===== config.mk =====
export PLATFORM = sky130hd
export DESIGN_NAME = uart_tx_arbiter
export DESIGN_NICKNAME = d
export VERILOG_FILES = /design/src/rtl/uart_pkg.sv /design/src/rtl/rr_arbiter_2.sv /design/src/rtl/uart_tx_arbiter.sv
export SDC_FILE = /design/constraint.sdc
export NUM_CORES = 1
export LEC_CHECK = 0
export ABC_AREA = 1
export BUFFER_PORTS_ARGS = -buffer_cell sky130_fd_sc_hd__buf_2
export CELL_PAD_IN_SITES_DETAIL_PLACEMENT = 1
export CELL_PAD_IN_SITES_GLOBAL_PLACEMENT = 1
export CORE_MARGIN = 2
export CORE_UTILIZATION = 32
export CTS_CLUSTER_DIAMETER = 30
export DETAILED_ROUTE_END_ITERATION = 16
export PLACE_DENSITY_LB_ADDON = 0.08
export SLEW_MARGIN = 25
export SYNTH_ARGS = -nofsm -noshare
export SYNTH_HDL_FRONTEND = slang
export SYNTH_SLANG_ARGS = --single-unit

===== constraint.sdc =====
create_clock -name clk -period 1.7 [get_ports clk]
set_clock_uncertainty 0.1 [all_clocks]
set_input_delay 0.085 -clock clk [delete_from_list [all_inputs] [get_ports clk]]
set_output_delay 0.085 -clock clk [all_outputs]
set_load 0.02 [all_outputs]

===== src/rtl/uart_pkg.sv =====
// ============================================================================
// Module : uart_pkg
// Brief  : Shared UART constants: data width, oversampling ticks, and the
//          one-hot encodings of the transmit-arbiter state machine.
// Rev    : 1.0 - initial release
// ============================================================================
`default_nettype none

package uart_pkg;

    localparam int BITS_PER_DATA = 8;
    localparam int NUM_TICKS     = 16;

    localparam int c_state_w = 5;
    typedef logic [c_state_w-1:0] state_t;

    localparam state_t c_st_idle  = 5'b00001;
    localparam state_t c_st_load  = 5'b00010;
    localparam state_t c_st_start = 5'b00100;
    localparam state_t c_st_wait  = 5'b01000;
    localparam state_t c_st_done  = 5'b10000;

endpackage

`default_nettype wire


===== src/rtl/rr_arbiter_2.sv =====
// ============================================================================
// Module : rr_arbiter_2
// Brief  : Two-way round-robin selector; the pointer holder wins a tie.
// Rev    : 1.0 - initial release
// ============================================================================
`default_nettype none

module rr_arbiter_2 (
    input  logic [1:0] req,
    input  logic       ptr,
    output logic [1:0] grant
);

    always_comb begin
        grant = 2'b00;
        if (req[0] && (!req[1] || !ptr)) begin
            grant[0] = 1'b1;
        end else if (req[1]) begin
            grant[1] = 1'b1;
        end
    end

endmodule

`default_nettype wire


===== src/rtl/uart_tx_arbiter.sv =====
// ============================================================================
// Module : uart_tx_arbiter
// Brief  : Round-robin arbiter sharing one UART transmitter between two
//          requesters. Define UART_TX_ARB_TIMEOUT_EN to enable the WAIT timeout.
// Rev    : 1.0 - initial release
// ============================================================================
`default_nettype none

module uart_tx_arbiter #(
    parameter int BITS_PER_DATA  = uart_pkg::BITS_PER_DATA,
    parameter int TIMEOUT_CYCLES = 65535
) (
    input  logic                     clk,
    input  logic                     reset,
    input  logic                     req0,
    input  logic                     req1,
    input  logic [BITS_PER_DATA-1:0] data0,
    input  logic [BITS_PER_DATA-1:0] data1,
    output logic                     gnt0,
    output logic                     gnt1,
    output logic                     done0,
    output logic                     done1,
    input  logic                     cfg_parity,
    input  logic [1:0]               cfg_stop_bits,
    output logic                     tx_start,
    output logic [BITS_PER_DATA-1:0] tx_data,
    output logic                     tx_parity,
    output logic [1:0]               tx_stop_bits,
    input  logic                     tx_done,
    output logic                     busy,
    output logic                     timeout_err
);

    import uart_pkg::*;

    state_t                   r_state;
    state_t                   w_next_state;
    logic                     r_ptr;
    logic                     r_winner;
    logic [BITS_PER_DATA-1:0] r_tx_data;
    logic                     r_tx_parity;
    logic [1:0]               r_tx_stop;
    logic                     r_tx_done_q;
    logic [1:0]               w_grant;
    logic                     w_tx_done_rise;
    logic                     w_timeout;

    generate
        if (TIMEOUT_CYCLES < 1) begin : g_bad_timeout
            $error("TIMEOUT_CYCLES must be at least 1");
        end
    endgenerate

    rr_arbiter_2 u_rr (
        .req   ({req1, req0}),
        .ptr   (r_ptr),
        .grant (w_grant)
    );

    // Completion is an edge, so a level left high from an earlier frame is ignored.
    assign w_tx_done_rise = tx_done && !r_tx_done_q;

`ifdef UART_TX_ARB_TIMEOUT_EN
    localparam int c_cnt_w = $clog2(TIMEOUT_CYCLES + 1);

    logic [c_cnt_w-1:0] r_wait_cnt;
    logic               r_timeout_err;

    assign w_timeout = (r_state == c_st_wait) &&
                       (r_wait_cnt == c_cnt_w'(TIMEOUT_CYCLES - 1));

    always_ff @(posedge clk or posedge reset) begin
        if (reset) begin
            r_wait_cnt    <= '0;
            r_timeout_err <= 1'b0;
        end else begin
            r_timeout_err <= w_timeout && !w_tx_done_rise;
            if (r_state == c_st_wait) begin
                r_wait_cnt <= r_wait_cnt + c_cnt_w'(1);
            end else begin
                r_wait_cnt <= '0;
            end
        end
    end

    assign timeout_err = r_timeout_err;
`else
    assign w_timeout   = 1'b0;
    assign timeout_err = 1'b0;
`endif

    always_ff @(posedge clk or posedge reset) begin
        if (reset) begin
            r_state <= c_st_idle;
        end else begin
            r_state <= w_next_state;
        end
    end

    always_comb begin
        w_next_state = r_state;
        case (r_state)
            c_st_idle:  if (|w_grant) w_next_state = c_st_load;
            c_st_load:  w_next_state = c_st_start;
            c_st_start: w_next_state = c_st_wait;
            c_st_wait: begin
                if (w_tx_done_rise) begin
                    w_next_state = c_st_done;
                end else if (w_timeout) begin
                    w_next_state = c_st_idle;
                end
            end
            c_st_done:  w_next_state = c_st_idle;
            default:    w_next_state = c_st_idle;
        endcase
    end

    always_comb begin
        gnt0     = (r_state == c_st_load) && !r_winner;
        gnt1     = (r_state == c_st_load) &&  r_winner;
        done0    = (r_state == c_st_done) && !r_winner;
        done1    = (r_state == c_st_done) &&  r_winner;
        tx_start = (r_state == c_st_start);
        busy     = (r_state != c_st_idle);
    end

    // Frame fields are captured on the IDLE->LOAD edge and held until the next grant.
    always_ff @(posedge clk or posedge reset) begin
        if (reset) begin
            r_ptr       <= 1'b0;
            r_winner    <= 1'b0;
            r_tx_data   <= '0;
            r_tx_parity <= 1'b0;
            r_tx_stop   <= 2'd1;
            r_tx_done_q <= 1'b0;
        end else begin
            r_tx_done_q <= tx_done;
            if ((r_state == c_st_idle) && (|w_grant)) begin
                r_winner    <= w_grant[1];
                r_ptr       <= !w_grant[1];
                r_tx_data   <= w_grant[1] ? data1 : data0;
                r_tx_parity <= cfg_parity;
                r_tx_stop   <= (cfg_stop_bits == 2'd0) ? 2'd1 : cfg_stop_bits;
            end
        end
    end

    assign tx_data      = r_tx_data;
    assign tx_parity    = r_tx_parity;
    assign tx_stop_bits = r_tx_stop;

endmodule

`default_nettype wire

Word level (Yosys, flattened, before mapping)
Cells that the tools add are included.
{"block": "word_totals", "out_inout_bits": 18, "word_cells": 39, "register_bits": 19, "input_bits": 24}
{"block": "op_classes", "n_reduce_logical": 16, "muxes": 8, "n_eq_ne": 8}
{"operator": "one-hot mux 5 bit (4 select lines)", "n": 1}
{"operator": "two-way mux 5 bit", "n": 2}
{"operator": "two-way mux 8 bit", "n": 1}
{"operator": "logical AND 1 bit", "n": 7}
{"operator": "== test 5 x 1 -> 1 bit, second input constant", "n": 1}
{"operator": "== test 5 x 2 -> 1 bit, second input constant", "n": 1}
{"operator": "== test 5 x 3 -> 1 bit, second input constant", "n": 1}
{"operator": "== test 5 x 4 -> 1 bit, second input constant", "n": 1}
{"operator": "== test 5 bit, second input constant", "n": 1}
{"operator": "zero test 1 bit", "n": 5}
{"operator": "!= test 5 x 1 -> 1 bit, second input constant", "n": 1}
{"operator": "two-way mux 1 bit", "n": 3}
{"operator": "zero test 2 bit", "n": 1}
{"operator": "two-way mux 2 bit", "n": 1}
{"operator": "!= test 2 x 1 -> 1 bit, second input constant", "n": 1}
{"operator": "!= test 2 bit, second input constant", "n": 1}
{"operator": "AND reduction 2 bit", "n": 1}
{"operator": "OR reduction 2 bit", "n": 1}
{"operator": "logical OR 1 bit", "n": 1}

Logic depth before layout (Yosys ltp)
Gate-level depths: netlist (run 1).
{"block": "depth", "depth_word": 7, "ltp_mapped": 7, "depth_no_buf": 6}

By module
Synthesis (run 1) repeated with hierarchy kept, for this count alone.
{"block": "hier_totals", "cells_unflattened": 140, "area_unflattened_um2": 1039.7}
{"mod": "uart_tx_arbiter", "seq_area_each_um2": 478.0, "cells_each": 136, "n_inst": 1, "area_each_um2": 1012.2}
{"mod": "rr_arbiter_2", "seq_area_each_um2": 0.0, "cells_each": 4, "n_inst": 1, "area_each_um2": 27.5}

Least setup slack after synthesis (run 1)
OpenSTA, ideal clock, no wires.
{"block": "synth_path", "kind": "flip-flop to flip-flop", "from": "register r_state[0]", "to": "register r_tx_data[0] (netlist: tx_data[0])", "path_slack_ps": 383, "setup_time_ps": 65, "period_less_slack_ps": 1317, "n_path_buf": 1, "arrival_time_ps": 1152, "path_stages_with_launch": 6, "required_ps": 1535, "cell_sequence": "dfstp_2 -> nand4_2 -> nor2_4 -> buf_6 -> nand2_1 -> nand2_1"}
{"block": "synth_between", "elab_chain_len": 2}
{"item": "from (decl)", "line_no": "uart_tx_arbiter.sv:36", "rtl": "state_t r_state;"}
{"item": "from (signal assigned)", "line_no": "uart_tx_arbiter.sv:94", "rtl": "r_state <= c_st_idle;"}
{"item": "from (signal assigned)", "line_no": "uart_tx_arbiter.sv:96", "rtl": "r_state <= w_next_state;"}
{"item": "== test 5 x 1 -> 1 bit", "line_no": "uart_tx_arbiter.sv:138", "rtl": "if ((r_state == c_st_idle) && (|w_grant)) begin"}
{"item": "logical AND 1 bit", "line_no": "uart_tx_arbiter.sv:138"}
{"item": "to (signal assigned)", "line_no": "uart_tx_arbiter.sv:141", "rtl": "r_tx_data <= w_grant[1] ? data1 : data0;"}
{"item": "to (decl)", "line_no": "uart_tx_arbiter.sv:40", "rtl": "logic [BITS_PER_DATA-1:0] r_tx_data;"}
No other way between the ends.
A chain may end at the register's enable or synchronous reset.

Final worst setup path (run 1)
{"block": "layout_path", "from": "register r_state[3]", "to": "output port gnt0"}
{"block": "layout_between", "elab_chain_len": 2}
{"item": "== test 5 x 2 -> 1 bit", "line_no": "uart_tx_arbiter.sv:119", "rtl": "gnt0 = (r_state == c_st_load) && !r_winner;"}
{"item": "logical AND 1 bit", "line_no": "uart_tx_arbiter.sv:119"}
{"item": "to (decl)", "line_no": "uart_tx_arbiter.sv:19", "rtl": "output logic gnt0,"}
No other way between the ends.

==> results of run 1 <==
## metrics by stage
step	power, mW	cell area, sq um	std cells	hold WS [ps]	worst slack [ps]
after detailed placement	1.88	1230	216	22.9	283
after floorplan	1.59	1000	134	-65.4	383
final	2.17	1500	243	46.6	134
after global placement	1.84	1230	216	20.2	353
after CTS	2.17	1470	241	38.4	19.1
after global routing	2.37	1500	243	51.2	24.8
## final cells by class
| type | instances | area [sq um] | area share, % |
|---|---|---|---|
| flip-flops and latches | 19 | 478 | 31.9 |
| multi-input cells | 97 | 445 | 29.8 |
| clock buffers | 4 | 26.3 | 1.76 |
| repair buffers | 64 | 435 | 29.1 |
| inverters | 15 | 56.3 | 3.76 |
| well taps | 44 | 55.1 | 3.68 |
## state kept, by name, indices dropped and copies added, names as in the netlist
| register | flops |
|---|---|
| r_winner | 1 |
| r_state | 5 |
| tx_stop_bits | 2 |
| tx_data | 8 |
| tx_parity | 1 |
| r_ptr | 1 |
| r_tx_done_q | 1 |
## kinds of logic (layout without fill, tap and decap cells)
group	Yosys count	in the layout	share of synthesized area (%)
buffers and inverters	18	83	8.61
AND/OR/NAND/NOR	92	92	38.8
flip-flops	19	19	47.7
other	1	1	0.374
AO/OA/AOI/OAI	4	4	4.50
## where the power goes
part / total (mW) / leakage, nW / internal (mW) / switching [mW]
Sequential: 0.795 / 0.235 / 0.660 / 0.134
Combinational: 1.15 / 0.592 / 0.406 / 0.741
Clock: 0.230 / 0.0150 / 0.0913 / 0.139
Total: 2.17 / 0.843 / 1.16 / 1.01
## layout by cell type, fill, tap and decap left out, drive strengths merged
cell	Yosys	routed
dlygate4sd3	0	21
conb	1	1
o21ai	3	3
buf	3	43
dfstp	2	2
nand3	4	4
clkbuf	0	4
nand2	72	72
nand4	1	1
dfrtp	17	17
a21boi	1	1
nor2	15	15
inv	15	15
## layer usage
layer / wire length [microns] / vias to the layer above / track usage, %
met2: 1470 / 32 / 31.1
met1: 1190 / 481 / 19.5
met5: 0 / - / 0
met4: 13 / 0 / 3.81
met3: 132 / 2 / 4.76
li1: - / 524 / -
## timing repair
item                       4_1_cts  5_1_grt
setup endpoints to repair        2        2
hold endpoints to repair        31        0
pin swaps                        0        1
hold buffers                    21        0
buffers inserted                 0        2
resized for setup                1        2
## critical path: cells and delay by family, from the launching register on
kind / cells / cell delay (ps)
DFF: 1 / 440
buffers and inverters: 3 / 290
and+or+nand+nor: 3 / 370
## final timing paths
path                                       from              end  slack (ps)
worst max register to register       r_state[3]       tx_data[3]         260
worst min register to register  tx_stop_bits[0]  tx_stop_bits[0]         380
max in group asynchronous                 reset  tx_stop_bits[0]        1000
worst min-delay path                       req1       r_state[0]          50
worst max-delay path                 r_state[3]             gnt0         130
min in group asynchronous                 reset       tx_data[6]         230
==> flow_summary.yaml, run 1 <==
global_route:
  grt_pass1_wl_microns: 4490
  grt_max_degree: 20
  grt-ovfl-total: 0
  grt_pass1_vias: 1054
  antenna_found_initial: 0
  groute.usage.overall_pct: 17.0
detailed_routing:
  routed-via-count: 1039
  first_pass_iters: 4
  initialDrtViolationCount: 21
  ant_nets: 0
  post_drt_wl_per_cell_microns: 11.6
  routed_wl_microns: 2810
  viasPerCell: 4.28
  route.detailed.drc: 0
yosys:
  syn_nets: 158
  synth_cells: 134
  synthesis.area_sq_um: 1000
  yosysSeqAreaShare_pct: 47.7
  synth_top_cells_by_count: "nand2_1 (70), dfrtp_1 (17), inv_1 (11), nor2_1 (11)"
  syn_avg_cell_area_sq_um: 7.48
  synth_cell_types: 17
  synth_most_common_cell: "nand2_1"
  synth_ff_type: "dfrtp_1"
  synth_top_cell_by_area: "dfrtp_1"
  synth_edf_count: 0
  synth-seq-cells: 19
  synth_top_area_share_pct: 42.4
  ys_warn_count: 0
  synth_area_leaders: "dfrtp_1 (42%), nand2_1 (26%), dfstp_2 (5.2%), inv_1 (4.1%), nor2_1 (4.1%)"
  async_flop_share_pct: 100
critical_path:
  arrival_ps: 1380
  worstPathRequired_ps: 1510
  cp_slowest_cell: "dfrtp_1"
  crit_path_cell_trace: "nor2_4, inv_2, nor2_4, inv_1, nor2_1, buf_4"
  worstSetupPathType: "reg2out"
  start_kind: "flop"
  rr_worst_depth: 6
  slowest_delay_ps: 440
  endpoint_kind: "output pin"
  crit_top_cell: "nor2_4"
  crit_fanout: 3
clock_network:
  cts_tree: "built"
  clk_path_buf_depth: 2
  worst_skew_pair.late_latency_ps: 290
  cts_sinks: 19
  numCtsBuffers: 3
  root_buffer: "clkbuf_4"
  path_clk_slew_ps: 110
  h-tree-depth: 1
sta:
  slew_viol_final: 0
  finalSetupViolations: 0
  hold_viol: 0
  grt_setup_unrepaired: "false"
  fmax_mhz: 638
  period_minus_slack_ps: 1570
  fin_crit_sh_pct: 92.1
  fin_tns_setup_ps: 0
cells_and_area:
  n_antenna_cell: 0
  final_core_util_pct: 49.4
  final_nets: 224
  drive_gt1_share_pct: 31.2
  num-fill-cells: 397
  area_growth_pct: 49.3
die:
  start_util_pct: 33.1
  die_h_microns: 60.0
  die-area_sq_um: 3600
  core_sq_um: 3030
  io_pins: 42
  die_w_microns: 60.0
  rows: 20
place:
  dp_hpwl_microns: 1910
  numPortBuffers: 40
  place_congestion: 0.742
power:
  ir_drop_mv: 0.793
  power.leakage_nw: 0.843
  power_density_nw_per_um2: 1450
outcome:
  run_status: "finished clean"
job:
  cap_viol_max_count: 0
worst_hold_path:
  min_path_cells: 4
  hold_class: "in2reg"
No activity file was read; power rests on OpenSTA's default activity.
==> inputs of run 2 (changes only) <==
--- a/config.mk
+++ b/config.mk
@@ -7,8 +7,10 @@
 export LEC_CHECK = 0
 export ABC_AREA = 1
 export BUFFER_PORTS_ARGS = -buffer_cell sky130_fd_sc_hd__buf_2
+export CAP_MARGIN = 20
 export CELL_PAD_IN_SITES_DETAIL_PLACEMENT = 1
 export CELL_PAD_IN_SITES_GLOBAL_PLACEMENT = 1
+export CORE_ASPECT_RATIO = 0.5
 export CORE_MARGIN = 2
 export CORE_UTILIZATION = 32
 export CTS_CLUSTER_DIAMETER = 30
==> run 2 against run 1 <==
Die area increased by 0.75%. Non-clock buffer count is 18 lower. Clock power grew 36%. Routed wire length shrank 13%. Worst setup slack gained 28 ps. Sequential share of layout area increased by 4.1 points. First-iteration DRC count is 43% lower. Global-route usage fell by 1.7 points. Critical path type unchanged.
==> flow_summary.yaml, run 2 (synthesis gave the netlist of run 1 again) <==
cells_and_area:
  num-fill-cells: 406
  final_cell_mix: "nand2_1 (70), buf_2 (40), dfrtp_1 (17), inv_1 (11), nor2_1 (10)"
  final_nets: 206
  drive_gt1_share_pct: 33.1
  n_antenna_cell: 0
  largest_reg_flops: 8
  fin_area_sq_um: 1330
  final_common_cell: "nand2_1"
  area_growth_pct: 32.5
critical_path:
  rr_worst_depth: 4
  worstPathRequired_ps: 1510
  endpoint_kind: "output pin"
  worstSetupPathType: "reg2out"
  start_kind: "flop"
  crit_fanout: 3
  arrival_ps: 1350
sta:
  fin_crit_sh_pct: 90.5
  hold_viol: 0
  fmax_mhz: 650
  holdWs_ps: 14.4
  fin_tns_setup_ps: 0
  finalSetupViolations: 0
  period_minus_slack_ps: 1540
  grt_setup_unrepaired: "false"
  slew_viol_final: 0
  setup_slack_ps: 161
global_route:
  grt_pass1_vias: 930
  antenna_found_initial: 0
  grt-ovfl-total: 0
  grt_max_degree: 20
  grt_pass1_wl_microns: 4260
  groute.usage.overall_pct: 15.3
clock_network:
  root_buffer: "clkbuf_8"
  worst_skew_pair.late_latency_ps: 260
  cts_sinks: 19
  cts_tree: "built"
  clk_path_buf_depth: 2
  h-tree-depth: 1
  path_clk_slew_ps: 70
  numCtsBuffers: 3
outcome:
  run_status: "finished clean"
power:
  power.leakage_nw: 0.774
  ir_drop_mv: 0.508
  p_sw_share_pct: 45.6
  finalPower_mw: 2.17
  power_switching_uw: 988
  p_clk_share_pct: 14.4
  seq_power_share_pct: 36.5
  power_density_nw_per_um2: 1630
  comb_power_share_pct: 49.1
  p_int_mw: 1.18
die:
  start_util_pct: 33.5
  core_sq_um: 3000
  die_h_microns: 43.6
  rows: 14
  die-area_sq_um: 3620
  die_w_microns: 83.1
  io_pins: 42
place:
  placed_area_sq_um: 1230
  numPortBuffers: 40
  place_ws_ps: 297
  dp_hpwl_microns: 1830
  place_congestion: 0.700
worst_hold_path:
  min_path_cells: 5
  hold_class: "in2reg"
detailed_routing:
  ant_nets: 0
  first_pass_iters: 4
  initialDrtViolationCount: 12
  post_drt_wl_per_cell_microns: 11.0
  routed_wl_microns: 2430
  route.detailed.drc: 0
  viasPerCell: 4.24
  routed-via-count: 938
job:
  cap_viol_max_count: 0
run 2: changes by cell type in the layout (fill, tap and decap cells not counted):
cell / delta
buf_4: -3
nor2_4: -1
nor2_2: +1
clkbuf_8: +3
dlygate4sd3_1: -16
buf_2: +1
clkbuf_4: -3
run 2: worst max-delay path, cell delays in order, from the launching register on:
cell and delay (ps):
dfrtp_1 420, nor2_4 150, inv_2 70, nor2_2 150, inv_1 70, nor2_1 80, buf_2 160
run 2: repair_timing:
action                     in CTS  in global routing
setup endpoints to repair       0                  1
hold endpoints to repair       21                  0
hold buffers                    5                  0
gates resized for setup         0                  1
setup buffers                   0                  0
run 2: final timing paths:
check	startpoint	endpoint	slack, ps
max in group asynchronous	reset	tx_stop_bits[0]	940
max	r_state[2]	gnt0	160
min	data1[0]	tx_data[0]	10
min reg2reg	tx_stop_bits[0]	tx_stop_bits[0]	370
max reg2reg	r_state[0]	tx_data[7]	310
min in group asynchronous	reset	r_state[2]	290
run 2: cell type report:
cell class	instances	area [sq um]	share of cell area (%)
clock buffer	4	45.0	3.39
inverter	15	56.3	4.24
multi-input combinational	97	440	33.2
sequential	19	478	36.0
tap	40	50.0	3.77
timing repair buffer	46	258	19.4
run 2: per-layer routing:
layer  up-vias  routed length [microns]  part of all wire [%]  global-route usage, %
met4         0                        0                     0                   5.90
met3         0                      103                   4.2                   4.57
met2        23                     1190                    49                   26.9
met1       425                     1140                    47                   18.3
met5         -                        0                     0                      0
li1        490                        -                     -                      -
run 2: metrics by stage:
stage / std cells / util [%]
after floorplan: 134 / -
after global placement: 212 / 41.1
after detailed placement: 212 / 41.1
after CTS: 221 / 44.2
after global routing: 221 / 44.3
final: 221 / 44.3
run 2: power by group through the flow:
stage / clock, mW / combinational [mW] / sequential, mW
after floorplan: 0 / 0.652 / 0.942
after global placement: 0 / 1.05 / 0.800
after detailed placement: 0 / 1.08 / 0.799
after CTS: 0.329 / 1.09 / 0.795
after global routing: 0.345 / 1.20 / 0.824
final: 0.312 / 1.06 / 0.791
==> inputs of run 3 (changes only) <==
==> constraint.sdc (replaced) <==
create_clock -name clk -period 1.47 [get_ports clk]
set_clock_uncertainty 0.1 [all_clocks]
set_input_delay 0.0735 -clock clk [delete_from_list [all_inputs] [get_ports clk]]
set_output_delay 0.0735 -clock clk [all_outputs]
set_load 0.02 [all_outputs]
==> run 3 against run 2 <==
First-iteration DRC count rose by 75%. Global-route usage increased by 1.1 points. Count of clock-buffer cells in the layout unchanged. Largest power group unchanged. Combinational power up 36%. The flow now finishes with violations (negative hold slack, negative setup slack). Critical path depth did not move.
==> flow_summary.yaml, run 3 (synthesis gave the netlist of run 1 again) <==
sta:
  fin_crit_sh_pct: 101
  finalSetupViolations: 1
  hold_viol: 1
  period_minus_slack_ps: 1480
  setup_slack_ps: -9.08
  fmax_mhz: 676
  holdWs_ps: -2.45
  fin_tns_setup_ps: -9.08
  slew_viol_final: 0
  grt_setup_unrepaired: "true"
clock_network:
  path_clk_slew_ps: 70
  h-tree-depth: 1
  clk_path_buf_depth: 2
  cts_sinks: 19
  numCtsBuffers: 3
  worst_skew_pair.late_latency_ps: 260
  cts_tree: "built"
  root_buffer: "clkbuf_8"
die:
  core_sq_um: 3000
  start_util_pct: 33.5
  die_h_microns: 43.6
  die_w_microns: 83.1
  io_pins: 42
  die-area_sq_um: 3620
  rows: 14
global_route:
  groute.usage.overall_pct: 16.4
  grt_pass1_vias: 988
  antenna_found_initial: 0
  grt-ovfl-total: 0
  grt_max_degree: 20
  grt_pass1_wl_microns: 4490
outcome:
  violations: "negative hold slack, negative setup slack"
  run_status: "finished with violations"
cells_and_area:
  final_cell_mix: "nand2_1 (70), buf_2 (36), dfrtp_1 (16), inv_1 (10), buf_4 (8)"
  fin_area_sq_um: 1420
  area_growth_pct: 41.9
  final_nets: 211
  final_common_cell: "nand2_1"
  drive_gt1_share_pct: 38.7
  final_core_util_pct: 47.5
  n_antenna_cell: 0
  largest_reg_flops: 8
detailed_routing:
  post_drt_wl_per_cell_microns: 11.9
  initialDrtViolationCount: 21
  routed_wl_microns: 2690
  first_pass_iters: 4
  viasPerCell: 4.30
  ant_nets: 0
  route.detailed.drc: 0
  routed-via-count: 971
worst_hold_path:
  hold_class: "in2reg"
place:
  place_congestion: 0.713
  placed_area_sq_um: 1230
  numPortBuffers: 40
  dp_hpwl_microns: 1850
critical_path:
  crit_fanout: 3
  worstSetupPathType: "reg2out"
  start_kind: "flop"
  arrival_ps: 1310
  worstPathRequired_ps: 1300
  endpoint_kind: "output pin"
power:
  power_density_nw_per_um2: 1930
  finalPower_mw: 2.74
  ir_drop_mv: 0.709
  power.leakage_nw: 0.805
job:
  cap_viol_max_count: 0
==> run 3: cell types whose count changed in the layout (fill, tap and decap cells not counted), sizes merged <==
cell,delta
buf,+5
==> run 3: final cells by class <==
type                    instances  area [sq um]
inverters                      15          56.3
well taps                      40          50.0
multi-input cells              97           470
clock buffers                   4          45.0
repair buffers                 51           322
fillers                       395          1570
flip-flops and latches         19           479
==> run 3: final timing paths <==
kind	cells past startpoint	slack, ps	startpoint	endpoint
max	6	-9	r_state[2]	gnt0
min	5	-2	data1[2]	tx_data[2]
max reg2reg	5	70	r_state[0]	tx_parity
min reg2reg	2	370	tx_stop_bits[0]	tx_stop_bits[0]
max in group asynchronous	4	730	reset	tx_stop_bits[0]
min in group asynchronous	4	280	reset	r_state[2]
==> run 3: critical path, stage by stage, from the launching register on <==
cell and delay [ps]:
dfrtp_1 410, nor2_4 150, inv_2 90, nor2_4 110, inv_2 50, nor2_2 110
buf_6 120
==> run 3: report_power, final <==
part | internal, mW | switching (mW) | leakage, nW
clock network | 0.193 | 0.175 | 0.0228
registers | 0.768 | 0.166 | 0.234
logic | 0.538 | 0.904 | 0.548
total | 1.50 | 1.25 | 0.805
==> run 3: layer usage <==
metal	global-route usage, %	vias to the layer above	routed length, microns
met3	4.95	4	147
met1	19.4	441	1130
li1	-	497	-
met4	6.89	0	31
met5	0	-	0
met2	28.9	29	1380
==> run 3: repair_timing <==
item / in CTS / in global routing
endpoints found under the setup margin: 3 / 17
buffers inserted: 2 / 3
resized for setup: 6 / 10
hold endpoints to repair: 23 / 0
pin swaps: 2 / 3
hold buffers: 5 / 0
==> run 3: through the flow <==
| stage | setup WS (ps) | cells |
|---|---|---|
| after floorplan | 153 | 134 |
| after global placement | 104 | 212 |
| after detailed placement | 72.7 | 212 |
| after CTS | -6.50 | 223 |
| after global routing | -88.0 | 226 |
| final | -9.08 | 226 |
